### src/rtl/uart_pkg.sv
// Shared types and constants for the UART receive frame controller.
package uart_pkg;

  typedef enum logic [2:0] {
    ST_HUNT,
    ST_LEN,
    ST_PAYLOAD,
    ST_CHECK,
    ST_HOLD
  } state_t;

  localparam logic [1:0] ERR_NONE = 2'd0;
  localparam logic [1:0] ERR_CHK  = 2'd1;
  localparam logic [1:0] ERR_LEN  = 2'd2;
  localparam logic [1:0] ERR_TMO  = 2'd3;

  localparam logic [7:0] DEFAULT_SOF = 8'hA5;

  // 115200 baud from a 50 MHz clock; timeout is 20 bit times.
  localparam int unsigned CLKS_PER_BIT = 434;
  localparam int unsigned TIMEOUT_CLKS = 20 * CLKS_PER_BIT;

endpackage

### src/rtl/uart_frame_buf.sv
// Payload buffer: simple dual-port RAM, synchronous write, registered read.
module uart_frame_buf #(
  parameter int unsigned DEPTH  = 16,
  parameter int unsigned ADDR_W = 4
) (
  input  logic              clk,
  input  logic              reset,
  input  logic              we,
  input  logic [ADDR_W-1:0] wr_addr,
  input  logic [7:0]        wr_data,
  input  logic [ADDR_W-1:0] rd_addr,
  output logic [7:0]        rd_data
);

  logic [7:0] mem [DEPTH];

  // Storage itself is never reset; only the read register is.
  always_ff @(posedge clk) begin
    if (we) mem[wr_addr] <= wr_data;
  end

  always_ff @(posedge clk) begin
    if (reset) rd_data <= 8'h00;
    else       rd_data <= mem[rd_addr];
  end

endmodule

### src/rtl/uart_rx_frame_ctrl.sv
// Sequences UART bytes into SOF/LEN/PAYLOAD/CHK frames, with timeout and overrun tracking.
//   state   | meaning
//   HUNT    | waiting for SOF byte
//   LEN     | expecting length byte
//   PAYLOAD | storing payload bytes
//   CHECK   | expecting checksum byte
//   HOLD    | checked frame held for consumer
module uart_rx_frame_ctrl
  import uart_pkg::*;
#(
  parameter logic [7:0]  SOF_BYTE     = DEFAULT_SOF,
  parameter int unsigned MAX_LEN      = 16,
  parameter int unsigned TIMEOUT_CLKS = uart_pkg::TIMEOUT_CLKS,
  parameter int unsigned LEN_W        = $clog2(MAX_LEN + 1),
  parameter int unsigned ADDR_W       = $clog2(MAX_LEN)
) (
  input  logic              clk,
  input  logic              reset,
  input  logic [7:0]        rx_byte,
  input  logic              rx_byte_valid,
  output logic              frame_valid,
  output logic [LEN_W-1:0]  frame_len,
  input  logic              frame_ack,
  input  logic [ADDR_W-1:0] rd_addr,
  output logic [7:0]        rd_data,
  output logic              err_pulse,
  output logic [1:0]        err_code,
  output logic [7:0]        overrun_cnt
);

  localparam int unsigned TMR_W     = $clog2(TIMEOUT_CLKS);
  localparam logic [TMR_W-1:0] TMR_LOAD = TMR_W'(TIMEOUT_CLKS - 1);
  localparam logic [7:0] MAX_LEN_B  = 8'(MAX_LEN);

  state_t            state_q, state_d;
  logic [LEN_W-1:0]  len_q;
  logic [ADDR_W-1:0] idx_q;
  logic [7:0]        sum_q;
  logic [TMR_W-1:0]  tmr_q;
  logic              tmo;
  logic              err_fire;
  logic [1:0]        err_val;
  logic              buf_we;

  // Timer only expires while a frame is in flight; a same-cycle byte wins.
  assign tmo = (state_q inside {ST_LEN, ST_PAYLOAD, ST_CHECK}) &&
               (tmr_q == '0) && !rx_byte_valid;

  always_comb begin
    state_d  = state_q;
    err_fire = 1'b0;
    err_val  = ERR_NONE;
    buf_we   = 1'b0;
    case (state_q)
      ST_HUNT: begin
        if (rx_byte_valid && rx_byte == SOF_BYTE) state_d = ST_LEN;
      end
      ST_LEN: begin
        if (rx_byte_valid) begin
          if (rx_byte == 8'h00 || rx_byte > MAX_LEN_B) begin
            err_fire = 1'b1;
            err_val  = ERR_LEN;
            state_d  = ST_HUNT;
          end else begin
            state_d = ST_PAYLOAD;
          end
        end else if (tmo) begin
          err_fire = 1'b1;
          err_val  = ERR_TMO;
          state_d  = ST_HUNT;
        end
      end
      ST_PAYLOAD: begin
        if (rx_byte_valid) begin
          buf_we = 1'b1;
          if (LEN_W'(idx_q) == len_q - LEN_W'(1)) state_d = ST_CHECK;
        end else if (tmo) begin
          err_fire = 1'b1;
          err_val  = ERR_TMO;
          state_d  = ST_HUNT;
        end
      end
      ST_CHECK: begin
        if (rx_byte_valid) begin
          if (rx_byte == sum_q) begin
            state_d = ST_HOLD;
          end else begin
            err_fire = 1'b1;
            err_val  = ERR_CHK;
            state_d  = ST_HUNT;
          end
        end else if (tmo) begin
          err_fire = 1'b1;
          err_val  = ERR_TMO;
          state_d  = ST_HUNT;
        end
      end
      ST_HOLD: begin
        if (frame_ack) state_d = ST_HUNT;
      end
      default: state_d = ST_HUNT;
    endcase
  end

  always_ff @(posedge clk) begin
    if (reset) state_q <= ST_HUNT;
    else       state_q <= state_d;
  end

  always_ff @(posedge clk) begin
    if (reset) begin
      len_q       <= '0;
      idx_q       <= '0;
      sum_q       <= 8'h00;
      tmr_q       <= TMR_LOAD;
      frame_len   <= '0;
      err_pulse   <= 1'b0;
      err_code    <= ERR_NONE;
      overrun_cnt <= 8'h00;
    end else begin
      err_pulse <= err_fire;
      if (err_fire) err_code <= err_val;

      if (rx_byte_valid)
        tmr_q <= TMR_LOAD;
      else if ((state_q inside {ST_LEN, ST_PAYLOAD, ST_CHECK}) && tmr_q != '0)
        tmr_q <= tmr_q - TMR_W'(1);

      if (state_q == ST_LEN && state_d == ST_PAYLOAD) begin
        len_q <= rx_byte[LEN_W-1:0];
        idx_q <= '0;
        sum_q <= rx_byte;
      end else if (buf_we) begin
        idx_q <= idx_q + ADDR_W'(1);
        sum_q <= sum_q + rx_byte;
      end

      if (state_q == ST_CHECK && state_d == ST_HOLD) frame_len <= len_q;

      if (state_q == ST_HOLD && rx_byte_valid && overrun_cnt != 8'hFF)
        overrun_cnt <= overrun_cnt + 8'h01;
    end
  end

  assign frame_valid = (state_q == ST_HOLD);

  uart_frame_buf #(
    .DEPTH  (MAX_LEN),
    .ADDR_W (ADDR_W)
  ) u_buf (
    .clk     (clk),
    .reset   (reset),
    .we      (buf_we),
    .wr_addr (idx_q),
    .wr_data (rx_byte),
    .rd_addr (rd_addr),
    .rd_data (rd_data)
  );

endmodule

### config.mk
export PLATFORM = sky130hd
export DESIGN_NAME = uart_rx_frame_ctrl
export DESIGN_NICKNAME = d
export VERILOG_FILES = /design/src/rtl/uart_pkg.sv /design/src/rtl/uart_frame_buf.sv /design/src/rtl/uart_rx_frame_ctrl.sv
export SDC_FILE = /design/constraint.sdc
export NUM_CORES = 1
export LEC_CHECK = 0
export CAP_MARGIN = 20
export CORE_MARGIN = 2
export CORE_UTILIZATION = 30
export CTS_CLUSTER_SIZE = 40
export DETAILED_ROUTE_END_ITERATION = 7
export GPL_TIMING_DRIVEN = 0
export HOLD_SLACK_MARGIN = 0.05
export PLACE_DENSITY = 0.44
export SYNTH_ARGS = -nofsm -noshare
export SYNTH_HDL_FRONTEND = slang
export SYNTH_SLANG_ARGS = --single-unit
### constraint.sdc
create_clock -name clk -period 7.7 [get_ports clk]
set_clock_uncertainty 0.2 [all_clocks]
set_input_delay 2.31 -clock clk [delete_from_list [all_inputs] [get_ports clk]]
set_output_delay 2.31 -clock clk [all_outputs]
set_load 0.02 [all_outputs]
**Word-level counts from Yosys, hierarchy flattened**

Memories as Yosys holds them, arrays and structs flattened. A register that Yosys moved wholly into a read port is not among the register bits.
Index checks and enable logic that the tools add are counted.
Widths: inputs -> output; s select.

- Flip-flop bits (word level): 50
- Bits in latches: 0
- Bits in writable memories: 128
- Bits in read-only memories: 0
- Input port bits: 16
- Output and inout bits: 25
- Word-level logic and storage cells: 74
- Memories kept: 1

- $add $sub $neg: 5
- Multiply operators: 0
- Div/mod/pow operators: 0
- Order comparisons: 1
- Eq/ne operators: 10
- Shift-type cells: 0
- Mux-type cells: 30
- Bitwise gates (word level): 0
- Reductions and logical operators: 18

Memories:

| name | depth | width | read ports | clocked after Yosys merged registers in | write ports | line | text |
|---|---|---|---|---|---|---|---|
| u_buf.mem | 16 | 8 | 1 | 1 | 1 | uart_frame_buf.sv:15 | `logic [7:0] mem [DEPTH];` |

Operators by type and width:

| cell | number |
|---|---|
| $mux 3 | 8 |
| $mux 8 | 2 |
| $pmux 3 s5 | 1 |
| $logic_not 14->1 | 1 |
| $reduce_bool 14->1 | 1 |
| $sub 14x1->14 const B | 1 |
| $mux 2 | 6 |
| $mux 1 | 11 |
| $eq 3x2->1 const B | 3 |
| $add 8x1->8 const B | 1 |
| $add 8x8->8 | 1 |
| $eq 8x8->1 | 1 |
| $eq 8x8->1 const B | 1 |
| $gt 8x5->1 const B | 1 |
| $logic_and 1x1->1 | 8 |
| $logic_not 8->1 | 1 |
| $ne 8x8->1 const B | 1 |
| $eq 3x3->1 const B | 2 |
| $pmux 2 s3 | 1 |
| $eq 4x5->1 | 1 |
| $sub 5x1->5 const B | 1 |
| $add 4x1->4 const B | 1 |
| $reduce_or 2->1 | 2 |
| $eq 3x1->1 const B | 1 |
| other kinds (6) | 6 |

**Logic depth before layout (Yosys ltp)**

Gate-level depths: netlist of run 1.

- Depth in word-level cells: 10
- Gate-level depth with buffers: 9
- Gate-level depth less buffers: 9

**Hierarchy**

Synthesis of run 1 repeated with hierarchy kept, for this count alone.

- Cell total of the unflattened synthesis: 584
- Area total of the unflattened synthesis: 8039.0 um2

By module, submodules not included:

| module | times used | cells an instance | area an instance (um2) | sequential area each (um2) |
|---|---|---|---|---|
| uart_frame_buf | 1 | 259 | 5282.6 | 4003.8 |
| uart_rx_frame_ctrl | 1 | 325 | 2756.4 | 1001.0 |

**Worst setup path before layout of run 1**

OpenSTA, ideal clock, no wires.

- Kind: input-to-reg
- Start: input rx_byte_valid
- End: memory u_buf.mem[2][0] (enable)
- Library setup time: 383 ps
- Data arrival time: 3909 ps
- Path slack: 3207 ps
- Cell stages on the path: 4
- Path buffers: 1
- Cells stage by stage: nor4bb_1 > clkbuf_1 > nand2_1 > nor3_1

- Cells in the longest elaborated chain, start to end: 4

Ends and longest elaborated chain:

| item | line | text |
|---|---|---|
| start, declared | uart_rx_frame_ctrl.sv:20 | `input logic rx_byte_valid,` |
| $mux 1 | uart_rx_frame_ctrl.sv:74 | `if (rx_byte_valid) begin` |
| $mux 1 | uart_rx_frame_ctrl.sv:54 | `case (state_q)` |
| $mux 1 | uart_frame_buf.sv:19 | `if (we) mem[wr_addr] <= wr_data;` |
| $mux 1 (implied by the code) | uart_frame_buf.sv:19 |  |
| end, declared | uart_frame_buf.sv:15 |  |

No other way between the ends.

**Worst setup path in the final report of run 1**

Same ends and word-level chain as after synthesis.

==> results of run 1 <==
==> cells by family after synthesis <==
group                    after synthesis  synth area share
AND/OR/NAND/NOR                      172             0.118
adder cells (fa/ha/maj)               16            0.0264
buffers and inverters                 36            0.0193
AO/OA/AOI/OAI                         54            0.0454
flip-flops                           186             0.637
multiplexers                          47             0.123
XOR/XNOR                              28            0.0312
==> synthesized netlist by cell type (3+ instances only) <==
library cell / count
or4_1: 3
xor2_1: 12
clkbuf_1: 18
nand2_1: 24
mux2i_1: 7
nand2b_1: 7
dfxtp_1: 58
nor4b_1: 5
a21oi_1: 17
nand4_1: 10
o31ai_1: 3
buf_2: 4
xnor2_1: 16
edfxtp_1: 128
ha_1: 15
a211oi_1: 4
inv_1: 10
o21a_1: 4
or2_2: 4
o21ai_0: 10
nor3_1: 20
nor3b_1: 4
nor4_1: 5
nor2_1: 48
mux4_2: 40
a31oi_1: 3
nor2b_1: 9
and3_1: 3
nand3_1: 13
==> cell type report <==
| cell class | count | area (sq um) |
|---|---|---|
| fill | 2477 | 16700 |
| inverter | 10 | 37.5 |
| sequential | 186 | 5000 |
| clock buffer | 18 | 429 |
| multi-input combinational | 317 | 2710 |
| clock inverter | 14 | 128 |
| tap | 335 | 419 |
| timing repair buffer | 41 | 398 |
| buffer | 26 | 114 |
==> power by group <==
group	internal, uW	total [uW]	switching, uW	leakage, uW
clock	428	837	409	0.000271
sequential	1070	1070	0.809	0.00162
combinational	39.3	93.6	54.3	0.00104
==> metal layers <==
| layer | up-vias | global-route usage | share of wire |
|---|---|---|---|
| met5 | - | 0 | 0 |
| met4 | 0 | 0.0371 | 0.014 |
| met3 | 15 | 0.0307 | 0.038 |
| met2 | 81 | 0.209 | 0.46 |
| met1 | 2342 | 0.197 | 0.49 |
| li1 | 2189 | - | - |
==> worst min-delay path: cells and delay by family (launching register included) <==
kind / cells / cell delay [ns]
DFF: 1 / 0.31
and+or+nand+nor: 1 / 0.05
AOI/OAI and AO/OA: 1 / 0.05
==> worst max-delay path by stage <==
stage	end	slack [ns]	depth (start not counted)
6_report	u_buf.mem[2][0]$_DFFE_PP_	2.15	6
5_1_grt	u_buf.mem[2][0]$_DFFE_PP_	1.81	6
4_1_cts	u_buf.mem[2][0]$_DFFE_PP_	2.07	6
3_5_place_dp	u_buf.mem[2][0]$_DFFE_PP_	1.61	6
3_3_place_gp	u_buf.mem[0][0]$_DFFE_PP_	1.51	5
2_1_floorplan	u_buf.mem[2][0]$_DFFE_PP_	3.21	4
==> stage by stage <==
stage	utilization	instance area [sq um]	total power, uW	hold WS [ns]
floorplan	-	7860	1140	0.245
global placement	0.334	8650	1190	0.253
detailed placement	0.335	8680	1190	0.254
CTS	0.356	9240	2020	0.268
global route	0.356	9240	2070	0.294
finish	0.356	9240	2000	0.261
==> sequential cells by signal, indices dropped and copies added, names as in the netlist <==
name,count
tmr_q,14
len_q,5
u_buf.rd_data,8
u_buf.mem,128
err_pulse,1
overrun_cnt,8
sum_q,8
idx_q,4
state_q,3
frame_len,5
err_code,2
==> reports/qor.txt, run 1 <==
Ys flop type = edfxtp_1
Largest area contributor in the netlist = edfxtp_1
Setup total negative slack = 0 ns
Vias in the first global route = 4704
Mapped cell area = 7860 sq um
Syn. warnings = 0
Hold wc startpoint = err_code[0]$_SDFFE_PP0P_
Post-synthesis net count = 571
Initial Utilization = 0.303
Area grow syn2layout = 17.5%
Site Rows = 59
RSZ-0062 raised after global routing = no
Core ar. = 25900 sq um
Max Clk Rate = 180 MHz
Clock-pin slew on the worst setup and hold paths = 0.07 ns
N_diodes = 0
Non-filler cells, final = 947
Setup ws final = 2.15 ns
Clock H-tree levels = 4
R2r endpoint = u_buf.mem[2][0]$_DFFE_PP_
First-pass GRT wire length = 28400 microns
Tmin final = 5.55 ns
Critical path origin = rx_byte_valid
Relative slew margins = 0.292
Power density over cell area = 217 nW/um^2
Hold-critical path endpoint = err_code[0]$_SDFFE_PP0P_
Ports = 41
DP Cell Count = 915
Pleak = 0.00293 uW
Dpl ws = 1.61 ns
Reg2reg start = state_q[1]$_SDFF_PP0_
Buf/Inv on CP = 3
Flop2flop setup slack = 3.99 ns
CP required = 7.64 ns
Arr. time, crit path = 5.49 ns
EDFF count, synth = 128
Top cell family by delay on the critical path = simple AND/OR/NAND/NOR gates
Crit end category = flip-flop
Layout cells sized above 1 = 0.150
Critical path fanouts, max = 10
Worst hold path type = reg -> reg
Slew @ Worst Pin = 1.06 ns
Vias per std cell = 4.89
Mapped Cells = 539
Startpoint types = primary input
Post-synth top area share = 0.489
Fin. max-slew vios = 0
Post-CTS setup buffer count = 0
CP Class = in -> reg
Final period util = 0.721
Cells on worst reg2reg path = 6
Final #Nets = 631
Most frequent cells in the layout = edfxtp_1, dfxtp_1, nor2_1
GRT Residual Overflow = 0
Clock Latency Late Sink = 0.43 ns
Die height = 166 microns
CTS resizes = 0
Sequential area share after synthesis = 0.637
I/O Buffers = 37
Post-Syn Area per Cell = 14.6 sq um
Final wirelength = 18300 microns
Largest net degree at the start of global routing = 23
Setup Viol. Count Final = 0
GPL Wtd Cong = 0.755
Largest cells by area after synthesis = edfxtp_1, dfxtp_1, mux4_2
Number of hold buffers added after CTS = 0
Max Cap Viol = 0
Starting DRT DRC Count = 312
Status = completed
DRC = 0
Peak supply drop = 104 uV
Die area = 27500 sq um
Critical-path top delay cell = nor4bb_1
Clk sinks = 186
Routed via count = 4627
Max clock buf depth = 2
Die X = 166 microns
Hold path depth = 2
GRT Total Usage = 0.137
Wire per inst = 19.3 microns
Final Hold Fails = 0
Share of async-settable or async-resettable flops after synthesis = 0
Crit path cell chain = clkdlybuf4s50_1 > nor4bb_1 > clkbuf_1 > nand2_1 > nor3_1 > buf_2
Crit-path max cell delay = 0.83 ns
CTS tree = done
First-pass iteration count of the detailed router = 4
CTS Buf Count = 17
Final ANT Viol Nets = 0
Initial antenna violation count = 0
Commonest non-fill, non-tap cell in the layout = edfxtp_1
FF+latch count, synth = 186
Root Driver = clkbuf_16
Synth unique cells = 57
HPWL Detailed = 12500 microns
No activity file was read; power rests on OpenSTA's default activity.
==> inputs of run 2 (changes only) <==
==> constraint.sdc (replaced) <==
create_clock -name clk -period 5.55 [get_ports clk]
set_clock_uncertainty 0.2 [all_clocks]
set_input_delay 1.665 -clock clk [delete_from_list [all_inputs] [get_ports clk]]
set_output_delay 1.665 -clock clk [all_outputs]
set_load 0.02 [all_outputs]
==> results of run 2 <==
Same layout as run 1 (identical final DEF). Status: completed.
Main changes from that run: setup slack after placement 1.61 ns -> 0.105 ns; setup slack after layout 2.15 ns -> 0.642 ns; register-to-register setup slack 3.99 ns -> 1.84 ns; total power 2000 uW -> 2770 uW; worst IR drop on VDD 104 uV -> 145 uV
